File: config.mk
export PLATFORM = sky130hd
export DESIGN_NAME = arp_rx_parser
export DESIGN_NICKNAME = d
export VERILOG_FILES = /design/src/rtl/arp_rx_parser.sv
export SDC_FILE = /design/constraint.sdc
export NUM_CORES = 1
export LEC_CHECK = 0
export ABC_AREA = 1
export BUFFER_PORTS_ARGS = -buffer_cell sky130_fd_sc_hd__buf_2
export CAP_MARGIN = 15
export CELL_PAD_IN_SITES_DETAIL_PLACEMENT = 0
export CELL_PAD_IN_SITES_GLOBAL_PLACEMENT = 2
export CORE_ASPECT_RATIO = 0.6
export CORE_MARGIN = 3
export CORE_UTILIZATION = 37
export CTS_CLUSTER_DIAMETER = 40
export DETAILED_ROUTE_END_ITERATION = 6
export PLACE_DENSITY = 0.85
export SKIP_LAST_GASP = 1
export SLEW_MARGIN = 10
export SYNTH_ARGS = -nofsm -noshare
export SYNTH_HDL_FRONTEND = slang
export SYNTH_SLANG_ARGS = --single-unit
File: constraint.sdc
create_clock -name clk -period 4.44 [get_ports clk]
set_input_delay 0.444 -clock clk [delete_from_list [all_inputs] [get_ports clk]]
set_output_delay 0.444 -clock clk [all_outputs]
set_load 0.05 [all_outputs]
File: src/rtl/arp_rx_parser.sv
// arp_rx_parser: ARP receive parser on the 8-bit PHY stream; pulses with opcode/SHA/SPA per accepted frame.
// Define ARP_RX_FCS_CHECK_EN to also require a valid Ethernet FCS and minimum frame length.
module arp_rx_parser #(
    parameter logic [47:0] HOST_MAC  = 48'h0023543C471B,
    parameter logic [31:0] HOST_IP   = 32'h0A000021,
    parameter logic [47:0] BCAST_MAC = 48'hFFFFFFFFFFFF
) (
    input  logic        clk,
    input  logic        rst_n,
    input  logic [7:0]  i_phy_data,
    input  logic        i_phy_rx_dv,
    output logic        o_arp_valid,
    output logic [1:0]  o_arp_oper,
    output logic [47:0] o_arp_sha,
    output logic [31:0] o_arp_spa,
    output logic        o_busy
);
    typedef enum logic [2:0] {IDLE, PREAMBLE, HEADER, ARP_BODY, WAIT_END, DROP} state_t;
    // Fixed bytes n12..n20: ethertype, htype, ptype, hlen, plen, oper high byte
    localparam logic [71:0] FIXED = 72'h080600010800060400;
    state_t      state_q, state_d;
    logic [5:0]  n_q, n_d, n_inc;
    logic        host_q, host_d, bc_q, bc_d, bad, accept;
    logic [1:0]  oper_sh_q, oper_sh_d, oper_q, oper_d;
    logic [47:0] sha_sh_q, sha_sh_d, sha_q, sha_d;
    logic [31:0] spa_sh_q, spa_sh_d, spa_q, spa_d;
    logic        valid_q, valid_d;
    logic [2:0]  mac_k;
    logic [3:0]  fix_k;
    logic [1:0]  ip_k;
    assign mac_k = 3'd5 - n_q[2:0];
    assign fix_k = 4'd4 - n_q[3:0];
    assign ip_k  = 2'd1 - n_q[1:0];
    assign n_inc = n_q == 6'd63 ? n_q : n_q + 6'd1;
`ifdef ARP_RX_FCS_CHECK_EN
    logic [31:0] crc_q, crc_d, crc_rev;
    function automatic logic [31:0] crc8(input logic [31:0] c, input logic [7:0] b);
        logic [31:0] r;
        r = c ^ {24'd0, b};
        for (int i = 0; i < 8; i++) r = r[0] ? (r >> 1) ^ 32'hEDB88320 : r >> 1;
        return r;
    endfunction
    always_comb begin
        crc_d = state_q == PREAMBLE ? 32'hFFFFFFFF :
                (i_phy_rx_dv && (state_q == HEADER || state_q == ARP_BODY || state_q == WAIT_END)) ?
                crc8(crc_q, i_phy_data) : crc_q;
    end
    // Residue is given MSB-first; the shift register holds it bit-reflected
    assign crc_rev = {<<{crc_q}};
    assign accept  = crc_rev == 32'hC704DD7B && n_q >= 6'd46;
    always_ff @(posedge clk or negedge rst_n)
        if (!rst_n) crc_q <= 32'hFFFFFFFF;
        else        crc_q <= crc_d;
`else
    assign accept = 1'b1;
`endif
    always_comb begin
        state_d   = state_q;
        n_d       = n_q;
        host_d    = host_q;
        bc_d      = bc_q;
        oper_sh_d = oper_sh_q;
        sha_sh_d  = sha_sh_q;
        spa_sh_d  = spa_sh_q;
        valid_d   = 1'b0;
        oper_d    = oper_q;
        sha_d     = sha_q;
        spa_d     = spa_q;
        if (state_q == HEADER && n_q < 6'd6) begin
            host_d = (n_q == 6'd0 || host_q) && i_phy_data == HOST_MAC[{mac_k, 3'b0} +: 8];
            bc_d   = (n_q == 6'd0 || bc_q) && i_phy_data == BCAST_MAC[{mac_k, 3'b0} +: 8];
        end
        bad = (state_q == HEADER && n_q < 6'd6 && !host_d && !bc_d) ||
              (n_q >= 6'd12 && n_q <= 6'd20 && i_phy_data != FIXED[{fix_k, 3'b0} +: 8]) ||
              (n_q == 6'd21 && i_phy_data != 8'h01 && i_phy_data != 8'h02) ||
              (n_q >= 6'd38 && n_q <= 6'd41 && i_phy_data != HOST_IP[{ip_k, 3'b0} +: 8]);
        if (state_q == ARP_BODY && i_phy_rx_dv) begin
            oper_sh_d = n_q == 6'd21 ? i_phy_data[1:0] : oper_sh_q;
            sha_sh_d  = (n_q >= 6'd22 && n_q <= 6'd27) ? {sha_sh_q[39:0], i_phy_data} : sha_sh_q;
            spa_sh_d  = (n_q >= 6'd28 && n_q <= 6'd31) ? {spa_sh_q[23:0], i_phy_data} : spa_sh_q;
        end
        case (state_q)
            IDLE:     if (i_phy_rx_dv) state_d = i_phy_data == 8'h55 ? PREAMBLE : DROP;
            PREAMBLE: begin
                state_d = !i_phy_rx_dv ? IDLE : i_phy_data == 8'h55 ? PREAMBLE :
                          i_phy_data == 8'hD5 ? HEADER : DROP;
                n_d     = 6'd0;
            end
            HEADER, ARP_BODY: begin
                state_d = !i_phy_rx_dv ? IDLE : bad ? DROP : n_q == 6'd13 ? ARP_BODY :
                          n_q == 6'd41 ? WAIT_END : state_q;
                n_d     = n_inc;
            end
            WAIT_END: begin
                if (!i_phy_rx_dv) begin
                    state_d = IDLE;
                    valid_d = accept;
                    oper_d  = accept ? oper_sh_q : oper_q;
                    sha_d   = accept ? sha_sh_q : sha_q;
                    spa_d   = accept ? spa_sh_q : spa_q;
                end else n_d = n_inc;
            end
            DROP:     if (!i_phy_rx_dv) state_d = IDLE;
            default:  state_d = IDLE;
        endcase
    end
    always_ff @(posedge clk or negedge rst_n) begin
        if (!rst_n) begin
            state_q   <= IDLE;
            n_q       <= 6'd0;
            host_q    <= 1'b0;
            bc_q      <= 1'b0;
            oper_sh_q <= 2'd0;
            sha_sh_q  <= 48'd0;
            spa_sh_q  <= 32'd0;
            valid_q   <= 1'b0;
            oper_q    <= 2'd0;
            sha_q     <= 48'd0;
            spa_q     <= 32'd0;
        end else begin
            state_q   <= state_d;
            n_q       <= n_d;
            host_q    <= host_d;
            bc_q      <= bc_d;
            oper_sh_q <= oper_sh_d;
            sha_sh_q  <= sha_sh_d;
            spa_sh_q  <= spa_sh_d;
            valid_q   <= valid_d;
            oper_q    <= oper_d;
            sha_q     <= sha_d;
            spa_q     <= spa_d;
        end
    end
    assign o_arp_valid = valid_q;
    assign o_arp_oper  = oper_q;
    assign o_arp_sha   = sha_q;
    assign o_arp_spa   = spa_q;
    assign o_busy      = state_q != IDLE;
endmodule

After elaboration in Yosys (flattened, before gate mapping)
Index checks and enable logic that the tools add are counted.

Bits in registers: 176. Input port bits: 11.

Add/subtract/negate cells: 4. Order comparisons: 9. Equal/unequal tests: 21. Shifts and indexed selects: 4. Muxes and demuxes: 18. Bitwise operators: 1. Reduce and logical (&&, ||, !) cells: 33.

Operator list (number): $shiftx 48x7->8 const A (2); $shiftx 72x8->8 const A (1); $shiftx 32x6->8 const A (1); $mux 3 (10); $le 6x5->1 const B (3); $pmux 6 s3 (1); $eq 8x8->1 (2); $ne 8x8->1 (2); $logic_and 1x1->1 (14); $eq 6x6->1 const B (2); $ge 6x5->1 const B (2); $mux 6 (2); $pmux 3 s4 (1); $reduce_and 2->1 (5); $eq 8x7->1 const B (1); $eq 8x8->1 const B (1); $ne 8x1->1 const B (1); $ne 8x2->1 const B (1); $add 6x1->6 const B (1); $eq 3x2->1 const B (2); $eq 3x3->1 const B (2); $eq 6x4->1 const B (1); $eq 6x5->1 const B (1); $ge 6x4->1 const B (1); other kinds (18) (30).

Depth between registers and ports, before layout
Gate-level depths: netlist of the first run.

Depth in word-level cells: 14. Mapped depth: 18.

Least setup slack after synthesis of the first run
Ideal clock, no wire load.

Path type: register -> register. Start: register n_q[0]. End: register state_q[0]. Library setup time: 0.116 ns. Data arrival time: 1.972 ns. Required time: 4.324 ns. Slack: 2.352 ns. Cell stages (with the launch flop): 18. Buffers on the path: 0. Clock period less this slack: 2.088 ns. Cell sequence: dfrtp_1 inv_1 ha_1 inv_1 nand2_1 nand2_1 nand2_1 nand2_1 o21ai_0 nand2_1 nor2_1 nand2_1 nand2_2 nand4_1 nand2_1 inv_1 nand2_1 nand2_1.

Cells in the longest elaborated chain, start to end: 14.

Ends and longest elaborated chain: from (decl) (line 22) `logic [5:0] n_q, n_d, n_inc;`; from (signal assigned) (line 122) `n_q <= n_d;`; $sub 3x3->3 (line 31) `assign mac_k = 3'd5 - n_q[2:0];`; $shiftx 48x7->8 (line 70) `host_d = (n_q == 6'd0 || host_q) && i_phy_data == HOST_MAC[{mac_k, 3'b0} +: 8];`; $eq 8x8->1 (line 70); $logic_and 1x1->1 (line 70); $mux 1 (line 69) `if (state_q == HEADER && n_q < 6'd6) begin`; $logic_not 1->1 (line 73) `bad = (state_q == HEADER && n_q < 6'd6 && !host_d && !bc_d) ||`; $logic_and 1x1->1 (2 in a row) (line 73); $logic_or 1x1->1 (line 73); $logic_or 1x1->1 (line 74) `(n_q >= 6'd12 && n_q <= 6'd20 && i_phy_data != FIXED[{fix_k, 3'b0} +: 8]) ||`; $logic_or 1x1->1 (line 75) `(n_q == 6'd21 && i_phy_data != 8'h01 && i_phy_data != 8'h02) ||`; $mux 3 (2 in a row) (line 90) `state_d = !i_phy_rx_dv ? IDLE : bad ? DROP : n_q == 6'd13 ? ARP_BODY :`; $pmux 3 s4 (line 82) `case (state_q)`; to (signal assigned) (line 121) `state_q <= state_d;`; to (decl) (line 21) `state_t state_q, state_d;`.

Several ways; a longest one is shown, not always the timed one. A chain may end at the register's enable or synchronous reset.

Worst setup path in the final report of the first run
Start: register state_q[2]. End: register sha_sh_q[12].

Cells in the longest elaborated chain, start to end: 3.

Ends and longest elaborated chain: $eq 3x2->1 (line 77) `if (state_q == ARP_BODY && i_phy_rx_dv) begin`; $logic_and 1x1->1 (line 77); $reduce_and 2->1 (no source line); to (signal assigned) (line 126) `sha_sh_q <= sha_sh_d;`; to (decl) (line 25) `logic [47:0] sha_sh_q, sha_sh_d, sha_q, sha_d;`.

Every way passes these cells.

==> impl_metrics.prom, run 1 <==
# TYPE chip_impl_metric gauge
chip_impl_metric{name="slew_headroom",unit="%"} 33.8
chip_impl_metric{name="insertedDiodeCount",unit=""} 0
chip_impl_metric{name="core_region_area",unit="um^2"} 19300
chip_impl_metric{name="final_nets",unit=""} 964
chip_impl_info{name="ys_dominant_reg_cell",value="sky130_fd_sc_hd__dfrtp_1"} 1
chip_impl_metric{name="cp_data_arrival_time",unit="ns"} 2.92
chip_impl_metric{name="grt_first_pass_wirelength",unit="um"} 29000
chip_impl_metric{name="clock_sink_count",unit=""} 176
chip_impl_metric{name="post_cts_hold_buffer_count",unit=""} 0
chip_impl_metric{name="synth_cells",unit=""} 861
chip_impl_metric{name="synthesis.nets",unit=""} 880
chip_impl_metric{name="drt_first_iter_violations",unit=""} 412
chip_impl_metric{name="tritoncts.num_buffers",unit=""} 17
chip_impl_metric{name="die_h",unit="um"} 116
chip_impl_metric{name="max_clock_freq",unit="MHz"} 379
chip_impl_metric{name="detailedRoute.firstPassIterationCount",unit=""} 5
chip_impl_metric{name="finalHoldViolCount",unit=""} 0
chip_impl_info{name="path_class",value="reg -> reg"} 1
chip_impl_metric{name="area.growth.synth_to_final",unit="%"} 17.8
chip_impl_metric{name="swShare",unit="%"} 30.4
chip_impl_metric{name="report.final.setup_viol",unit=""} 0
chip_impl_metric{name="synth_async_sr_flop_share",unit="%"} 100
chip_impl_metric{name="detailroute.via_count",unit=""} 5738
chip_impl_metric{name="share_clk_of_total_power",unit="%"} 38.8
chip_impl_info{name="synth.area.top_cells",value="sky130_fd_sc_hd__dfrtp_1 59%, sky130_fd_sc_hd__nand2_1 14%, sky130_fd_sc_hd__o21ai_0 10%"} 1
chip_impl_metric{name="cts_max_level",unit=""} 4
chip_impl_metric{name="finalWorstPathRequiredPeriod",unit="ns"} 2.64
chip_impl_metric{name="route.detailed.vias_per_inst",unit=""} 4.70
chip_impl_metric{name="wl",unit="um"} 17600
chip_impl_metric{name="grt_max_degree",unit=""} 102
chip_impl_metric{name="fin_ws",unit="ns"} 1.80
chip_impl_metric{name="p_sw",unit="mW"} 1.17
chip_impl_metric{name="drive_gt1_share",unit="%"} 14.6
chip_impl_metric{name="powerDensity",unit="nW/um^2"} 441
chip_impl_metric{name="post-dp-hpwl",unit="um"} 12700
chip_impl_metric{name="fin_hold_ws",unit="ns"} 0.107
chip_impl_metric{name="worst_clock_skew_on_the_final_layout",unit="ns"} 0.00844
chip_impl_info{name="critical_path.endpoint_type",value="register"} 1
chip_impl_metric{name="syn-cell-area",unit="um^2"} 7420
chip_impl_info{name="slowest_stage",value="sky130_fd_sc_hd__o2111ai_4"} 1
chip_impl_metric{name="groute.usage.overall",unit="%"} 16.9
chip_impl_info{name="ctsRootBufferMaster",value="sky130_fd_sc_hd__clkbuf_16"} 1
chip_impl_metric{name="grt_pass1_vias",unit=""} 5242
chip_impl_info{name="start_kind",value="register"} 1
chip_impl_info{name="netlist.top_cell.by_area",value="sky130_fd_sc_hd__dfrtp_1"} 1
chip_impl_metric{name="placedCellCount",unit=""} 1192
chip_impl_metric{name="clock_buffer_depth",unit=""} 2
chip_impl_metric{name="drt_drc_violations_left",unit=""} 0
chip_impl_info{name="status",value="completed"} 1
chip_impl_metric{name="ys_ff_latch",unit=""} 176
chip_impl_info{name="synth.top_cells.by_count",value="275 x sky130_fd_sc_hd__nand2_1, 176 x sky130_fd_sc_hd__dfrtp_1, 148 x sky130_fd_sc_hd__o21ai_0"} 1
chip_impl_metric{name="power_internal",unit="mW"} 2.69
chip_impl_metric{name="die-area",unit="um^2"} 21800
chip_impl_metric{name="cts-resized-gates",unit=""} 0
chip_impl_metric{name="gpl.final_weighted_congestion",unit=""} 0.847
chip_impl_metric{name="max_cap_viol_count",unit=""} 0
chip_impl_info{name="grt_setup_unrepaired",value="no"} 1
chip_impl_metric{name="yosys.area.top_type_share",unit="%"} 59.4
chip_impl_metric{name="ff2ff_path_depth",unit=""} 9
chip_impl_metric{name="port-buffer-count",unit=""} 94
chip_impl_metric{name="final_cell_count_no_fill",unit=""} 1222
chip_impl_info{name="crit_family",value="simple AND/OR/NAND/NOR gates"} 1
chip_impl_metric{name="synth_warnings",unit=""} 0
chip_impl_metric{name="worst_skew_pair.late_latency",unit="ns"} 0.42
chip_impl_metric{name="number_of_antenna_violations_at_the_first_check_in_global_routing",unit=""} 0
chip_impl_metric{name="unique_cell_type_count_in_the_yosys_netlist",unit=""} 28
chip_impl_info{name="crit_path_cell_trace",value="inv_1, nand2_1, nor2_2, inv_1, nor2_1, o2111ai_4, buf_4, nand2_1, o21ai_0"} 1
chip_impl_metric{name="dieWidth",unit="um"} 189
chip_impl_metric{name="syn_area_per_cell",unit="um^2"} 8.62
chip_impl_metric{name="clk_pin_slew_worst_paths",unit="ns"} 0.07
chip_impl_info{name="leading_cell_type_by_number_of_instances_after_synthesis",value="sky130_fd_sc_hd__nand2_1"} 1
chip_impl_metric{name="slew_viol_final",unit=""} 0
chip_impl_metric{name="place_ws",unit="ns"} 1.74
chip_impl_metric{name="cp_data_required_time",unit="ns"} 4.72
chip_impl_metric{name="critPathMaxFanout",unit=""} 53
chip_impl_metric{name="tightest_slew",unit="ns"} 0.992
chip_impl_metric{name="wl_per_cell",unit="um"} 14.4
chip_impl_info{name="cts_tree",value="done"} 1
chip_impl_metric{name="filler_cell_count",unit=""} 1964
chip_impl_metric{name="fin_tns_setup",unit="ns"} 0
chip_impl_metric{name="fp-row-count",unit=""} 39
chip_impl_metric{name="worst-r2r-setup-slack",unit="ns"} 1.80
chip_impl_metric{name="synth-edff-count",unit=""} 0
chip_impl_metric{name="leakage",unit="nW"} 4.39
chip_impl_metric{name="floorplan.initialDensity",unit="%"} 38.4
chip_impl_metric{name="final_core_utilization",unit="%"} 45.2
chip_impl_metric{name="grt-ovfl-total",unit=""} 0
chip_impl_info{name="holdCritPathClass",value="in -> async"} 1
chip_impl_metric{name="antenna_violating_nets_post_route",unit=""} 0
chip_impl_metric{name="ir_drop",unit="V"} 0.000258
chip_impl_info{name="reg2reg_to",value="sha_sh_q[12]$_DFFE_PN0P_"} 1
chip_impl_metric{name="yosysSeqAreaShare",unit="%"} 59.4
chip_impl_metric{name="finalCritPeriodShare",unit="%"} 59.4
chip_impl_metric{name="ios",unit=""} 95
chip_impl_info{name="worst_r2r_startpoint",value="state_q[2]$_DFFE_PN0P_"} 1
chip_impl_metric{name="cts_post_setup_buffers_inserted",unit=""} 0
chip_impl_metric{name="critPathBufInv",unit=""} 3
chip_impl_metric{name="timing.critical_path.slowest_cell_delay",unit="ns"} 0.59
chip_impl_metric{name="sequentialPowerShare",unit="%"} 43.2
chip_impl_metric{name="comb_power_share",unit="%"} 18.0
==> flip-flops by register name, indices dropped and copies added (netlist names) <==
name,count
state_q,3
o_arp_sha,48
bc_q,1
o_arp_spa,32
o_arp_oper,2
oper_sh_q,2
n_q,6
sha_sh_q,48
host_q,1
o_arp_valid,1
spa_sh_q,32
==> per-layer routing <==
layer,routed length [um],GRT usage (%),up-vias
li1,-,-,2905
met1,9730,27.4,2711
met2,6700,21.9,112
met3,999,4.53,10
met4,143,4.31,0
met5,0,0,-
==> worst max-delay path by stage <==
stage / endpoint / slack (ns) / from / depth (start not counted)
after global routing: sha_sh_q[2]$_DFFE_PN0P_ / 1.47 / state_q[2]$_DFFE_PN0P_ / 9
after floorplan: state_q[0]$_DFFE_PN0P_ / 2.35 / n_q[0]$_DFFE_PN0P_ / 17
final: sha_sh_q[12]$_DFFE_PN0P_ / 1.80 / state_q[2]$_DFFE_PN0P_ / 9
after detailed placement: sha_sh_q[28]$_DFFE_PN0P_ / 1.74 / i_phy_rx_dv / 9
after CTS: sha_sh_q[12]$_DFFE_PN0P_ / 1.80 / state_q[2]$_DFFE_PN0P_ / 9
after global placement: sha_sh_q[18]$_DFFE_PN0P_ / 1.79 / i_phy_rx_dv / 9
==> per-stage QoR <==
stage          total power [mW]  instance area, um^2
2_1_floorplan              2.19                 7420
3_3_place_gp               2.40                 8150
3_5_place_dp               2.39                 8150
4_1_cts                    3.91                 8740
5_1_grt                    4.07                 8740
6_report                   3.86                 8740
==> cells by family (layout without fill, tap and decap cells) <==
logic type | count (synthesis) | count (layout) | synth area share, %
DFF | 176 | 176 | 59.4
adders and majority gates | 8 | 8 | 1.35
and+or+nand+nor | 355 | 355 | 19.3
AOI/OAI and AO/OA | 174 | 174 | 12.2
buffers and inverters | 147 | 242 | 7.72
xor gates and xnor gates | 1 | 1 | 0.118
==> cell type report <==
type	instances	area (um^2)	share of cell area, %
tap	266	333	3.81
multi-input combinational	538	2470	28.2
inverter	111	419	4.80
timing repair buffer	101	529	6.05
clock inverter	13	163	1.86
clock buffer	17	425	4.87
sequential	176	4400	50.4
==> power by group through the flow <==
stage	sequential [mW]	clock, mW	combinational, mW
6_report	1.67	1.50	0.695
5_1_grt	1.67	1.60	0.794
4_1_cts	1.67	1.54	0.701
3_5_place_dp	1.70	0	0.699
3_3_place_gp	1.70	0	0.704
2_1_floorplan	1.71	0	0.488
==> layout by cell type, fill, tap and decap left out, types with 6 or more instances in the layout <==
| cell type | Yosys | final |
|---|---|---|
| sky130_fd_sc_hd__nand2_1 | 275 | 275 |
| sky130_fd_sc_hd__dfrtp_1 | 176 | 176 |
| sky130_fd_sc_hd__o21ai_0 | 148 | 148 |
| sky130_fd_sc_hd__inv_1 | 111 | 110 |
| sky130_fd_sc_hd__buf_2 | 5 | 93 |
| sky130_fd_sc_hd__nand3_1 | 29 | 28 |
| sky130_fd_sc_hd__nor2_1 | 27 | 26 |
| sky130_fd_sc_hd__clkbuf_16 | 0 | 17 |
| sky130_fd_sc_hd__nand4_1 | 9 | 9 |
| sky130_fd_sc_hd__a21oi_1 | 8 | 8 |
| sky130_fd_sc_hd__ha_1 | 8 | 8 |
| sky130_fd_sc_hd__nor3_1 | 7 | 7 |
| sky130_fd_sc_hd__buf_4 | 0 | 7 |
| sky130_fd_sc_hd__o21ai_1 | 6 | 6 |
(Power assumes the default switching activity.)
==> inputs of run 2 (changes only) <==
--- a/config.mk
+++ b/config.mk
@@ -12,10 +12,10 @@
 export CELL_PAD_IN_SITES_GLOBAL_PLACEMENT = 2
 export CORE_ASPECT_RATIO = 0.6
 export CORE_MARGIN = 3
-export CORE_UTILIZATION = 37
+export CORE_UTILIZATION = 35
 export CTS_CLUSTER_DIAMETER = 40
 export DETAILED_ROUTE_END_ITERATION = 6
-export PLACE_DENSITY = 0.85
+export PLACE_DENSITY = 0.81
 export SKIP_LAST_GASP = 1
 export SLEW_MARGIN = 10
 export SYNTH_ARGS = -nofsm -noshare
==> constraint.sdc (replaced) <==
create_clock -name clk -period 2.7 [get_ports clk]
set_input_delay 0.27 -clock clk [delete_from_list [all_inputs] [get_ports clk]]
set_output_delay 0.27 -clock clk [all_outputs]
set_load 0.05 [all_outputs]
==> run 2 against run 1 <==
Compared with the run above: total power is 62% higher; fmax is 11% higher; critical endpoint is now state_q[0]$_DFFE_PN0P_; hold slack gained 0.087 ns; critical path type unchanged; sequential share of layout area fell by 0.33 points; sequential cell count stayed put; register-to-register slack got worse by 1.5 ns; final cell count grew 0.82%; non-clock buffer count up 3.
==> impl_metrics.prom, run 2 (synthesis results as in run 1) <==
# TYPE chip_impl_metric gauge
chip_impl_metric{name="filler_cell_count",unit=""} 2090
chip_impl_metric{name="tritoncts.num_buffers",unit=""} 17
chip_impl_info{name="final_cell_mix",value="275 x sky130_fd_sc_hd__nand2_1, 176 x sky130_fd_sc_hd__dfrtp_1, 148 x sky130_fd_sc_hd__o21ai_0, 109 x sky130_fd_sc_hd__inv_1, 93 x sky130_fd_sc_hd__buf_2"} 1
chip_impl_info{name="reg2reg_to",value="state_q[0]$_DFFE_PN0P_"} 1
chip_impl_info{name="hold-path-endpoint",value="state_q[1]$_DFFE_PN0P_"} 1
chip_impl_metric{name="route.detailed.vias_per_inst",unit=""} 4.59
chip_impl_metric{name="grt_first_pass_wirelength",unit="um"} 29900
chip_impl_metric{name="fp-row-count",unit=""} 40
chip_impl_metric{name="slew_viol_final",unit=""} 0
chip_impl_metric{name="worst_clock_skew_on_the_final_layout",unit="ns"} 0.0111
chip_impl_metric{name="fin_hold_ws",unit="ns"} 0.194
chip_impl_metric{name="die_h",unit="um"} 119
chip_impl_metric{name="final-seq-area",unit="um^2"} 4400
chip_impl_metric{name="critPathMaxFanout",unit=""} 8
chip_impl_metric{name="gpl.final_weighted_congestion",unit=""} 0.843
chip_impl_metric{name="die-area",unit="um^2"} 23000
chip_impl_metric{name="cp_data_arrival_time",unit="ns"} 2.70
chip_impl_metric{name="floorplan.initialDensity",unit="%"} 36.3
chip_impl_metric{name="grtUsageMet2",unit="%"} 21.0
chip_impl_metric{name="insertedDiodeCount",unit=""} 0
chip_impl_info{name="status",value="completed"} 1
chip_impl_metric{name="grt-ovfl-total",unit=""} 0
chip_impl_metric{name="post-dp-hpwl",unit="um"} 12600
chip_impl_metric{name="port-buffer-count",unit=""} 94
chip_impl_metric{name="grt_pass1_vias",unit=""} 5338
chip_impl_metric{name="detailedRoute.firstPassIterationCount",unit=""} 5
chip_impl_metric{name="ff2ff_path_depth",unit=""} 17
chip_impl_metric{name="max_clock_freq",unit="MHz"} 421
chip_impl_metric{name="globalRouteMet3Util",unit="%"} 4.50
chip_impl_metric{name="finalWorstPathRequiredPeriod",unit="ns"} 2.37
chip_impl_metric{name="wl",unit="um"} 18400
chip_impl_metric{name="groute.usage.overall",unit="%"} 16.4
chip_impl_info{name="holdCritPathClass",value="in -> reg"} 1
chip_impl_metric{name="cp_data_required_time",unit="ns"} 3.02
chip_impl_metric{name="max_cap_viol_count",unit=""} 0
chip_impl_metric{name="detailroute.via_count",unit=""} 5652
chip_impl_metric{name="clk_pin_slew_worst_paths",unit="ns"} 0.07
chip_impl_metric{name="tightest_slew",unit="ns"} 0.564
chip_impl_metric{name="antenna_violating_nets_post_route",unit=""} 0
chip_impl_metric{name="gr-usage-met1",unit="%"} 26.4
chip_impl_metric{name="finalHoldViolCount",unit=""} 0
chip_impl_metric{name="cts_post_setup_buffers_inserted",unit=""} 0
chip_impl_info{name="worst_r2r_startpoint",value="n_q[1]$_DFFE_PN0P_"} 1
chip_impl_metric{name="drt_first_iter_violations",unit=""} 393
chip_impl_metric{name="ir_drop",unit="V"} 0.000465
chip_impl_info{name="critical_path.endpoint_type",value="register"} 1
chip_impl_metric{name="clock_sink_count",unit=""} 176
chip_impl_metric{name="placement.cell_area",unit="um^2"} 8230
chip_impl_metric{name="fin_area",unit="um^2"} 8800
chip_impl_metric{name="wl_per_cell",unit="um"} 14.9
chip_impl_info{name="ctsRootBufferMaster",value="sky130_fd_sc_hd__clkbuf_16"} 1
chip_impl_metric{name="powerDensity",unit="nW/um^2"} 711
chip_impl_info{name="path_class",value="reg -> reg"} 1
chip_impl_metric{name="worst_skew_pair.late_latency",unit="ns"} 0.43
chip_impl_metric{name="drive_gt1_share",unit="%"} 14.9
chip_impl_metric{name="hold-path-cell-count",unit=""} 3
chip_impl_metric{name="slew_headroom",unit="%"} 62.4
chip_impl_metric{name="cts_max_level",unit=""} 4
chip_impl_metric{name="area.growth.synth_to_final",unit="%"} 18.6
chip_impl_info{name="worst_hold_startpoint",value="i_phy_rx_dv"} 1
chip_impl_metric{name="report.final.setup_viol",unit=""} 0
chip_impl_info{name="start_kind",value="register"} 1
chip_impl_metric{name="combined_area_of_the_multi_input_logic_cells",unit="um^2"} 2480
chip_impl_info{name="most_frequent_standard_cell_in_the_layout_excluding_fill_and_tap_cells",value="sky130_fd_sc_hd__nand2_1"} 1
chip_impl_metric{name="dieWidth",unit="um"} 194
chip_impl_metric{name="final_nets",unit=""} 967
chip_impl_metric{name="ios",unit=""} 95
chip_impl_info{name="cts_tree",value="done"} 1
chip_impl_metric{name="final_core_utilization",unit="%"} 43.1
chip_impl_metric{name="drt_drc_violations_left",unit=""} 0
chip_impl_metric{name="grt_max_degree",unit=""} 134
chip_impl_metric{name="finalCritPeriodShare",unit="%"} 88.0
chip_impl_info{name="grt_busiest_layer",value="met1"} 1
chip_impl_metric{name="core_region_area",unit="um^2"} 20400
chip_impl_metric{name="clock_buffer_depth",unit=""} 2
chip_impl_metric{name="leakage",unit="nW"} 4.40
chip_impl_metric{name="worst-r2r-setup-slack",unit="ns"} 0.33
chip_impl_metric{name="number_of_antenna_violations_at_the_first_check_in_global_routing",unit=""} 0
[run 2: cell types whose count changed in the layout (fill, tap and decap cells not counted), moves of 2 or more]
cell / change
sky130_fd_sc_hd__buf_12: +4
sky130_fd_sc_hd__buf_4: -2
sky130_fd_sc_hd__bufinv_16: -2
sky130_fd_sc_hd__clkbuf_1: +2
sky130_fd_sc_hd__clkbuf_8: +2
sky130_fd_sc_hd__ha_1: -2
sky130_fd_sc_hd__inv_6: -2
[run 2: stage by stage]
| stage | TNS [ns] | cells | power, mW | setup slack, ns |
|---|---|---|---|---|
| 3_3_place_gp | 0 | 1201 | 3.99 | 0.325 |
| 4_1_cts | 0 | 1232 | 6.33 | 0.279 |
| 3_5_place_dp | 0 | 1201 | 3.97 | 0.289 |
| 5_1_grt | -0.00309 | 1232 | 6.63 | -0.00309 |
| 6_report | 0 | 1232 | 6.25 | 0.325 |
| 2_1_floorplan | 0 | 861 | 3.61 | 0.612 |
[run 2: final cells by class]
class	instances	area share, %
sequential	176	50.1
multi-input combinational	538	28.2
timing repair buffer	104	6.87
clock buffer	21	5.23
inverter	111	4.76
tap	273	3.88
clock inverter	9	0.981
[run 2: power by group]
group          switching, mW  internal, mW  total [mW]
clock                   1.01          1.31        2.32
combinational          0.860         0.332        1.19
sequential            0.0631          2.68        2.74
total                   1.93          4.32        6.25
[run 2: worst max path at each step]
stage | to | start | slack, ns | cells past startpoint
6_report | state_q[0]$_DFFE_PN0P_ | n_q[1]$_DFFE_PN0P_ | 0.33 | 17
5_1_grt | state_q[2]$_DFFE_PN0P_ | n_q[1]$_DFFE_PN0P_ | -0.003 | 17
4_1_cts | state_q[0]$_DFFE_PN0P_ | n_q[1]$_DFFE_PN0P_ | 0.28 | 15
3_5_place_dp | state_q[2]$_DFFE_PN0P_ | n_q[1]$_DFFE_PN0P_ | 0.29 | 15
3_3_place_gp | state_q[0]$_DFFE_PN0P_ | n_q[1]$_DFFE_PN0P_ | 0.32 | 17
2_1_floorplan | state_q[0]$_DFFE_PN0P_ | n_q[0]$_DFFE_PN0P_ | 0.61 | 17
[run 2: critical path: stages, from the launching register on]
cell and delay, ns:
sky130_fd_sc_hd__dfrtp_1 0.44, sky130_fd_sc_hd__inv_2 0.13, sky130_fd_sc_hd__ha_2 0.41, sky130_fd_sc_hd__inv_1 0.10, sky130_fd_sc_hd__nand2_1 0.09, sky130_fd_sc_hd__nand2_1 0.05, sky130_fd_sc_hd__nand2_1 0.05, sky130_fd_sc_hd__nand3_1 0.07
sky130_fd_sc_hd__nor2_1 0.08, sky130_fd_sc_hd__nand2_1 0.10, sky130_fd_sc_hd__nand2_1 0.08, sky130_fd_sc_hd__nand2_1 0.08, sky130_fd_sc_hd__a21oi_2 0.20, sky130_fd_sc_hd__nand4_1 0.14, sky130_fd_sc_hd__nand2_1 0.10, sky130_fd_sc_hd__inv_1 0.06
sky130_fd_sc_hd__nand2_1 0.05, sky130_fd_sc_hd__nand2_1 0.04
[run 2: timing repair]
item	4_1_cts	5_1_grt
endpoints found under the hold margin	49	0
endpoints found under the setup margin	0	2
gates resized for setup	0	4
hold buffers	1	0
[run 2: per-layer routing]
metal | up-vias | wire length, um | share of wire, %
met1 | 2608 | 10300 | 56
li1 | 2910 | - | -
met3 | 17 | 815 | 4.4
met4 | 0 | 157 | 0.86
met5 | - | 0 | 0
met2 | 117 | 7070 | 38
